**config.mk**
```make
export PLATFORM = sky130hd
export DESIGN_NAME = banked_reg_file
export DESIGN_NICKNAME = d
export VERILOG_FILES = /design/src/rtl/banked_reg_file.sv
export SDC_FILE = /design/constraint.sdc
export NUM_CORES = 2
export LEC_CHECK = 0
export CELL_PAD_IN_SITES_DETAIL_PLACEMENT = 1
export CELL_PAD_IN_SITES_GLOBAL_PLACEMENT = 1
export CORE_MARGIN = 2
export CORE_UTILIZATION = 43
export DETAILED_ROUTE_END_ITERATION = 16
export DONT_BUFFER_PORTS = 1
export PLACE_DENSITY_LB_ADDON = 0.1
export REMOVE_ABC_BUFFERS = 1
export SKIP_LAST_GASP = 1
export SLEW_MARGIN = 5
export SYNTH_ARGS = -nofsm -noshare
export SYNTH_HDL_FRONTEND = slang
export SYNTH_SLANG_ARGS = --single-unit
export TNS_END_PERCENT = 1
```
**constraint.sdc**
```tcl
create_clock -name clk -period 5 [get_ports clk]
set_input_delay 0.25 -clock clk [delete_from_list [all_inputs] [get_ports clk]]
set_output_delay 0.25 -clock clk [all_outputs]
set_load 0.05 [all_outputs]
```
**src/rtl/banked_reg_file.sv**
```systemverilog
// banked_reg_file
// ---------------
// Two-bank register file (integer bank and float bank) for the MIPS datapath.
// It has N_RD registered read ports, one write port and a bypass path from
// the write port to the read ports in the same cycle. Integer register 0 can
// be hardwired to zero. A synchronous reset starts a sweep that clears both
// banks, one address per cycle. `ready` goes high when the sweep is done.
//
// Handshake: there is no valid/ready pairing and no back-pressure. Once
// `ready` is high, the block accepts a read on every port and a write on
// every rising edge. While `ready` is low, writes are dropped and dataOut
// reads as zero.
//
// Ports
//   clk        : single clock, all state changes on the rising edge
//   rst_n      : synchronous active-low reset
//   regWrite   : write enable
//   float      : write bank select (0 = integer, 1 = float)
//   writeReg   : write address
//   writeData  : write data
//   readReg    : read addresses, port p at [p*ADDR_W +: ADDR_W]
//   readFloat  : per-port read bank select, bit p for port p
//   dataOut    : registered read data, port p at [p*DATA_W +: DATA_W]
//   ready      : clear sweep finished, register file in service
module banked_reg_file #(
  parameter int DATA_W   = 32,
  parameter int ADDR_W   = 5,
  parameter int N_RD     = 2,
  parameter int ZERO_REG = 1
) (
  input  logic                     clk,
  input  logic                     rst_n,
  input  logic                     regWrite,
  input  logic                     float,
  input  logic [ADDR_W-1:0]        writeReg,
  input  logic [DATA_W-1:0]        writeData,
  input  logic [N_RD*ADDR_W-1:0]   readReg,
  input  logic [N_RD-1:0]          readFloat,
  output logic [N_RD*DATA_W-1:0]   dataOut,
  output logic                     ready
);

  localparam int DEPTH = 1 << ADDR_W;

  typedef enum logic {
    CLEAR = 1'b0,
    RUN   = 1'b1
  } state_e;

  // Sweep/service state. It stays a named flop so that checkers can bind to it.
  state_e                 state_q, state_d;
  logic [ADDR_W-1:0]      clr_addr_q, clr_addr_d;
  logic                   ready_q, ready_d;
  logic [N_RD*DATA_W-1:0] data_out_q, data_out_d;

  logic [DATA_W-1:0] regs_i_q [DEPTH];
  logic [DATA_W-1:0] regs_i_d [DEPTH];
  logic [DATA_W-1:0] regs_f_q [DEPTH];
  logic [DATA_W-1:0] regs_f_d [DEPTH];

  // An integer write to r0 is discarded when r0 is hardwired to zero.
  logic wr_drop;
  assign wr_drop = (ZERO_REG != 0) && !float && (writeReg == '0);

  always_comb begin
    state_d    = state_q;
    clr_addr_d = clr_addr_q;
    ready_d    = ready_q;
    data_out_d = data_out_q;
    regs_i_d   = regs_i_q;
    regs_f_d   = regs_f_q;

    case (state_q)
      CLEAR: begin
        regs_i_d[clr_addr_q] = '0;
        regs_f_d[clr_addr_q] = '0;
        clr_addr_d           = clr_addr_q + 1'b1;
        data_out_d           = '0;
        // All ones means DEPTH-1 is being cleared on this edge, which is the last address.
        if (&clr_addr_q) begin
          state_d = RUN;
          ready_d = 1'b1;
        end
      end

      RUN: begin
        ready_d = 1'b1;

        if (regWrite && !wr_drop) begin
          if (float) regs_f_d[writeReg] = writeData;
          else       regs_i_d[writeReg] = writeData;
        end

        // Each port resolves independently: zero register first, then the
        // same-cycle bypass, then the value in storage. Storage is read from
        // the _q copy, so a write on this edge is visible only through the bypass.
        for (int p = 0; p < N_RD; p++) begin
          if ((ZERO_REG != 0) && !readFloat[p] &&
              (readReg[p*ADDR_W +: ADDR_W] == '0)) begin
            data_out_d[p*DATA_W +: DATA_W] = '0;
          end else if (regWrite && (float == readFloat[p]) &&
                       (writeReg == readReg[p*ADDR_W +: ADDR_W])) begin
            data_out_d[p*DATA_W +: DATA_W] = writeData;
          end else if (readFloat[p]) begin
            data_out_d[p*DATA_W +: DATA_W] = regs_f_q[readReg[p*ADDR_W +: ADDR_W]];
          end else begin
            data_out_d[p*DATA_W +: DATA_W] = regs_i_q[readReg[p*ADDR_W +: ADDR_W]];
          end
        end
      end

      default: begin
        state_d = CLEAR;
      end
    endcase
  end

  // Reset does not change the register contents. The sweep that follows reset clears them.
  always_ff @(posedge clk) begin
    if (!rst_n) begin
      state_q    <= CLEAR;
      clr_addr_q <= '0;
      ready_q    <= 1'b0;
      data_out_q <= '0;
    end else begin
      state_q    <= state_d;
      clr_addr_q <= clr_addr_d;
      ready_q    <= ready_d;
      data_out_q <= data_out_d;
      regs_i_q   <= regs_i_d;
      regs_f_q   <= regs_f_d;
    end
  end

  assign dataOut = data_out_q;
  assign ready   = ready_q;

endmodule
```
==> impl_results.md <==
* H-tree Lvls at 5
* Area contributors post-synth: edfxtp_1 (52%), mux4_2 (21%), o21ai_0 (8.9%), nand2_1 (7.0%), clkbuf_1 (2.4%)
* Top-count cell post-synth: nand2_1
* # IOs at 118
* Layout Nets at just over 9000
* Via count at between 90000 and 100k
* Hold crit path type: primary input to register
* Cell family with most CP delay: buffers and inverters
* Final slew viol count at ~300
* CP Depth at 9
* Reg2Reg Depth at 6
* GRT Overall Usage at 0.414
* Lkg Pwr at ~0.047 uW
* Vias per std cell at 7.40
* Reg clk slew, reported paths at around 60 ps
* Final ANT Viol Nets at 0
* Top cell type's share of synthesized area at 0.522
* Longest Clk Path Bufs at 4
* Synthesized instance count at roughly 9500
* Slowest stage cell, crit path: buf_16
* Critical Path RT at slightly below 6000 ps
* Mapped Area at 118000 sq um
* Gpl congestion at ~0.91
* Status: finished, violations left
* Core box area at between 200000 and 300000 sq um
* Clock Latency Late Sink at 920 ps
* Initial DRC count at around 16000
* Seq cells post-synth at 2119
* Critical Path End Type: register
* DP Area at between 100000 and 150000 sq um
* CTS resizes at 0
* CTS sink cnt at 2119
* Initial Util at 0.432
* Worst path arrival time at ~5100 ps
* WHS at between 40 and 50 ps
* Final WL at a little under 600000 um
* Cell repeated most along the worst path: buf_16
* Clock Root Buffer: clkbuf_16
* Slew at the pin closest to its max-slew limit at between 2000 and 2500 ps
* DRT Pass-1 Iters at 5
* Max_cap viols at 1
* R2R Path End: regs_f_q[637]
* Setup CP Type: primary input to register
* Post-synthesis sequential area ratio at 0.534
* Width of the die at 528 um
* Area growth from synthesis to layout at 11.6%
* Clock Skew at 40.7 ps
* Max Freq at 233 MHz
* Wire per inst at 45.5 um
* CP Launch Point: readReg[0]
* Max FO, Critical Path at roughly 140
* DIE AREA at 278000 sq um
* CTS tree: done
* Final min period at around 4300 ps
* # port buffers at 0
* CP max stage delay at 880 ps
* Post-synth EDFFs at a little over 2000
* Failing checks: max-capacitance violations, max-slew violations
* Die Ht at around 530 um
* Synth top cells by count: nand2_1 (2211), o21ai_0 (2087), edfxtp_1 (2048)
* Most used DFF post-synth: edfxtp_1
* Number of global-route vias before repair at about 94000
* Syn_area_per_cell at about 12 sq um
* Largest net degree at the start of global routing at 478
* DP Cell Count at between 10000 and 15000
* RSZ-0062 raised after global routing: no
* HPWL after DPL at approximately 320000 um
* Max VDD drop at approximately 0.00022 V
* Period utilization at 0.857
* Worst path bufs/invs at 4
* PwrDens at about 350 nW/um^2
* Crit path cell chain: buf_16 -> buf_16 -> buf_16 -> mux4_2 -> mux4_2 -> nor2b_1 -> a2111oi_0 -> a311o_1 -> dlygate4sd3_1
* Residual DRC count at 0
* Post-Layout Cell Count at ~13000
* Initial antenna violation count at between 60 and 70
* Crit path to: dataOut[25]
* Distinct cells, synth at 63
* Worst R2R Start: clr_addr_q[4]
* Final Hold Viols at 0
* Final setup viols at 0
* Yosys top cell by area: edfxtp_1
* Rows at between 150 and 200
* Synth async-reset ratio at 0
* CP Launch Type: primary input
* Grt total ovfl at 0
* R2r setup slk at 1410 ps
* First-pass GRT wire length at between 700000 and 800000 um
* Layout cells sized above 1 at 0.207
* YS warnings at 0
* Slew headroom at -0.400
* CTS Buf Count at about 260
* Final instance area at 132000 sq um
## layout by cell type (no fill, tap or decap), types with 31 or more instances in the layout
| master | netlist | layout |
|---|---|---|
| diode_2 | 0 | 32 |
| clkbuf_1 | 755 | 72 |
| dlygate4sd3_1 | 0 | 71 |
| buf_12 | 0 | 57 |
| dfxtp_1 | 71 | 69 |
| mux2i_1 | 164 | 164 |
| o22ai_1 | 43 | 43 |
| mux4_2 | 1095 | 1095 |
| nand3_1 | 48 | 48 |
| edfxtp_1 | 2048 | 2048 |
| nand2_1 | 2211 | 2145 |
| a21oi_4 | 0 | 80 |
| nand2_2 | 0 | 31 |
| buf_4 | 74 | 205 |
| a211oi_1 | 48 | 48 |
| nand2_4 | 0 | 35 |
| a21oi_1 | 125 | 45 |
| o21ai_0 | 2087 | 2086 |
| clkinv_1 | 1 | 51 |
| clkbuf_16 | 0 | 278 |
| a22oi_1 | 177 | 177 |
| nor2b_1 | 60 | 50 |
## metal layers
layer	vias to the layer above	GRT usage	share of wire
met5	-	0	0.00055
met4	44	0.252	0.073
met3	1947	0.133	0.13
met1	49873	0.528	0.35
li1	35827	-	-
met2	7822	0.615	0.44
## timing repair
item / CTS / global route
setup buffers: 0 / 0
setup endpoints to repair: 0 / 0
endpoints found under the hold margin: 114 / 0
hold buffers: 74 / 0
## worst register-to-register path: cells and delay by family, from the launching register on
| family | cells | cell delay (ps) |
|---|---|---|
| simple gates | 2 | 560 |
| compound gates | 2 | 380 |
| flops | 1 | 940 |
| buf+inv | 2 | 1500 |
## logic make-up after synthesis
| kind of cell | count (synthesis) | synth area share |
|---|---|---|
| flops | 2119 | 0.534 |
| xor+xnor | 15 | 0.00111 |
| compound gates | 2630 | 0.122 |
| mux | 1269 | 0.224 |
| fa+ha+maj | 5 | 0.000531 |
| buf+inv | 1032 | 0.0377 |
| simple gates | 2437 | 0.0812 |
## where the power goes
part / internal (uW) / total, uW / switching (uW)
logic: 2400 / 5880 / 3480
registers: 20700 / 21500 / 795
clock network: 11000 / 19100 / 8060
total: 34100 / 46500 / 12300
## layout make-up
cell class                 count  area (sq um)
antenna                       32          80.1
clock buffer                 361          7380
clock inverter                98           807
fill                       27362        142000
inverter                      14          52.6
multi-input combinational   6356         52100
sequential                  2119         62900
tap                         3589          4490
timing repair buffer         345          3720
## state kept, by name (all words and copies together) (netlist names)
signal / cells
regs_f_q: 1024
regs_i_q: 1024
dataOut: 64
clr_addr_q: 5
ready: 1
state_q: 1
## per-stage QoR
step | TNS, ps | total power [uW] | util | setup slack [ps]
5_1_grt | 0 | 47400 | 0.481 | 358
2_1_floorplan | -210970 | 24700 | - | -146
3_3_place_gp | 0 | 27100 | 0.448 | 276
3_5_place_dp | 0 | 27300 | 0.448 | 292
6_report | 0 | 46500 | 0.482 | 717
4_1_cts | 0 | 46200 | 0.481 | 668
## worst min-delay path by stage
stage	depth (start not counted)	end	start	slack (ps)
after floorplan	1	dataOut[48]	readFloat[1]	350
after global placement	1	state_q	rst_n	370
after detailed placement	1	state_q	rst_n	380
after CTS	3	dataOut[23]	readReg[4]	0.4
after global routing	4	dataOut[28]	readReg[3]	2
final	5	dataOut[58]	readFloat[1]	40
No activity file was read; power rests on OpenSTA's default activity.
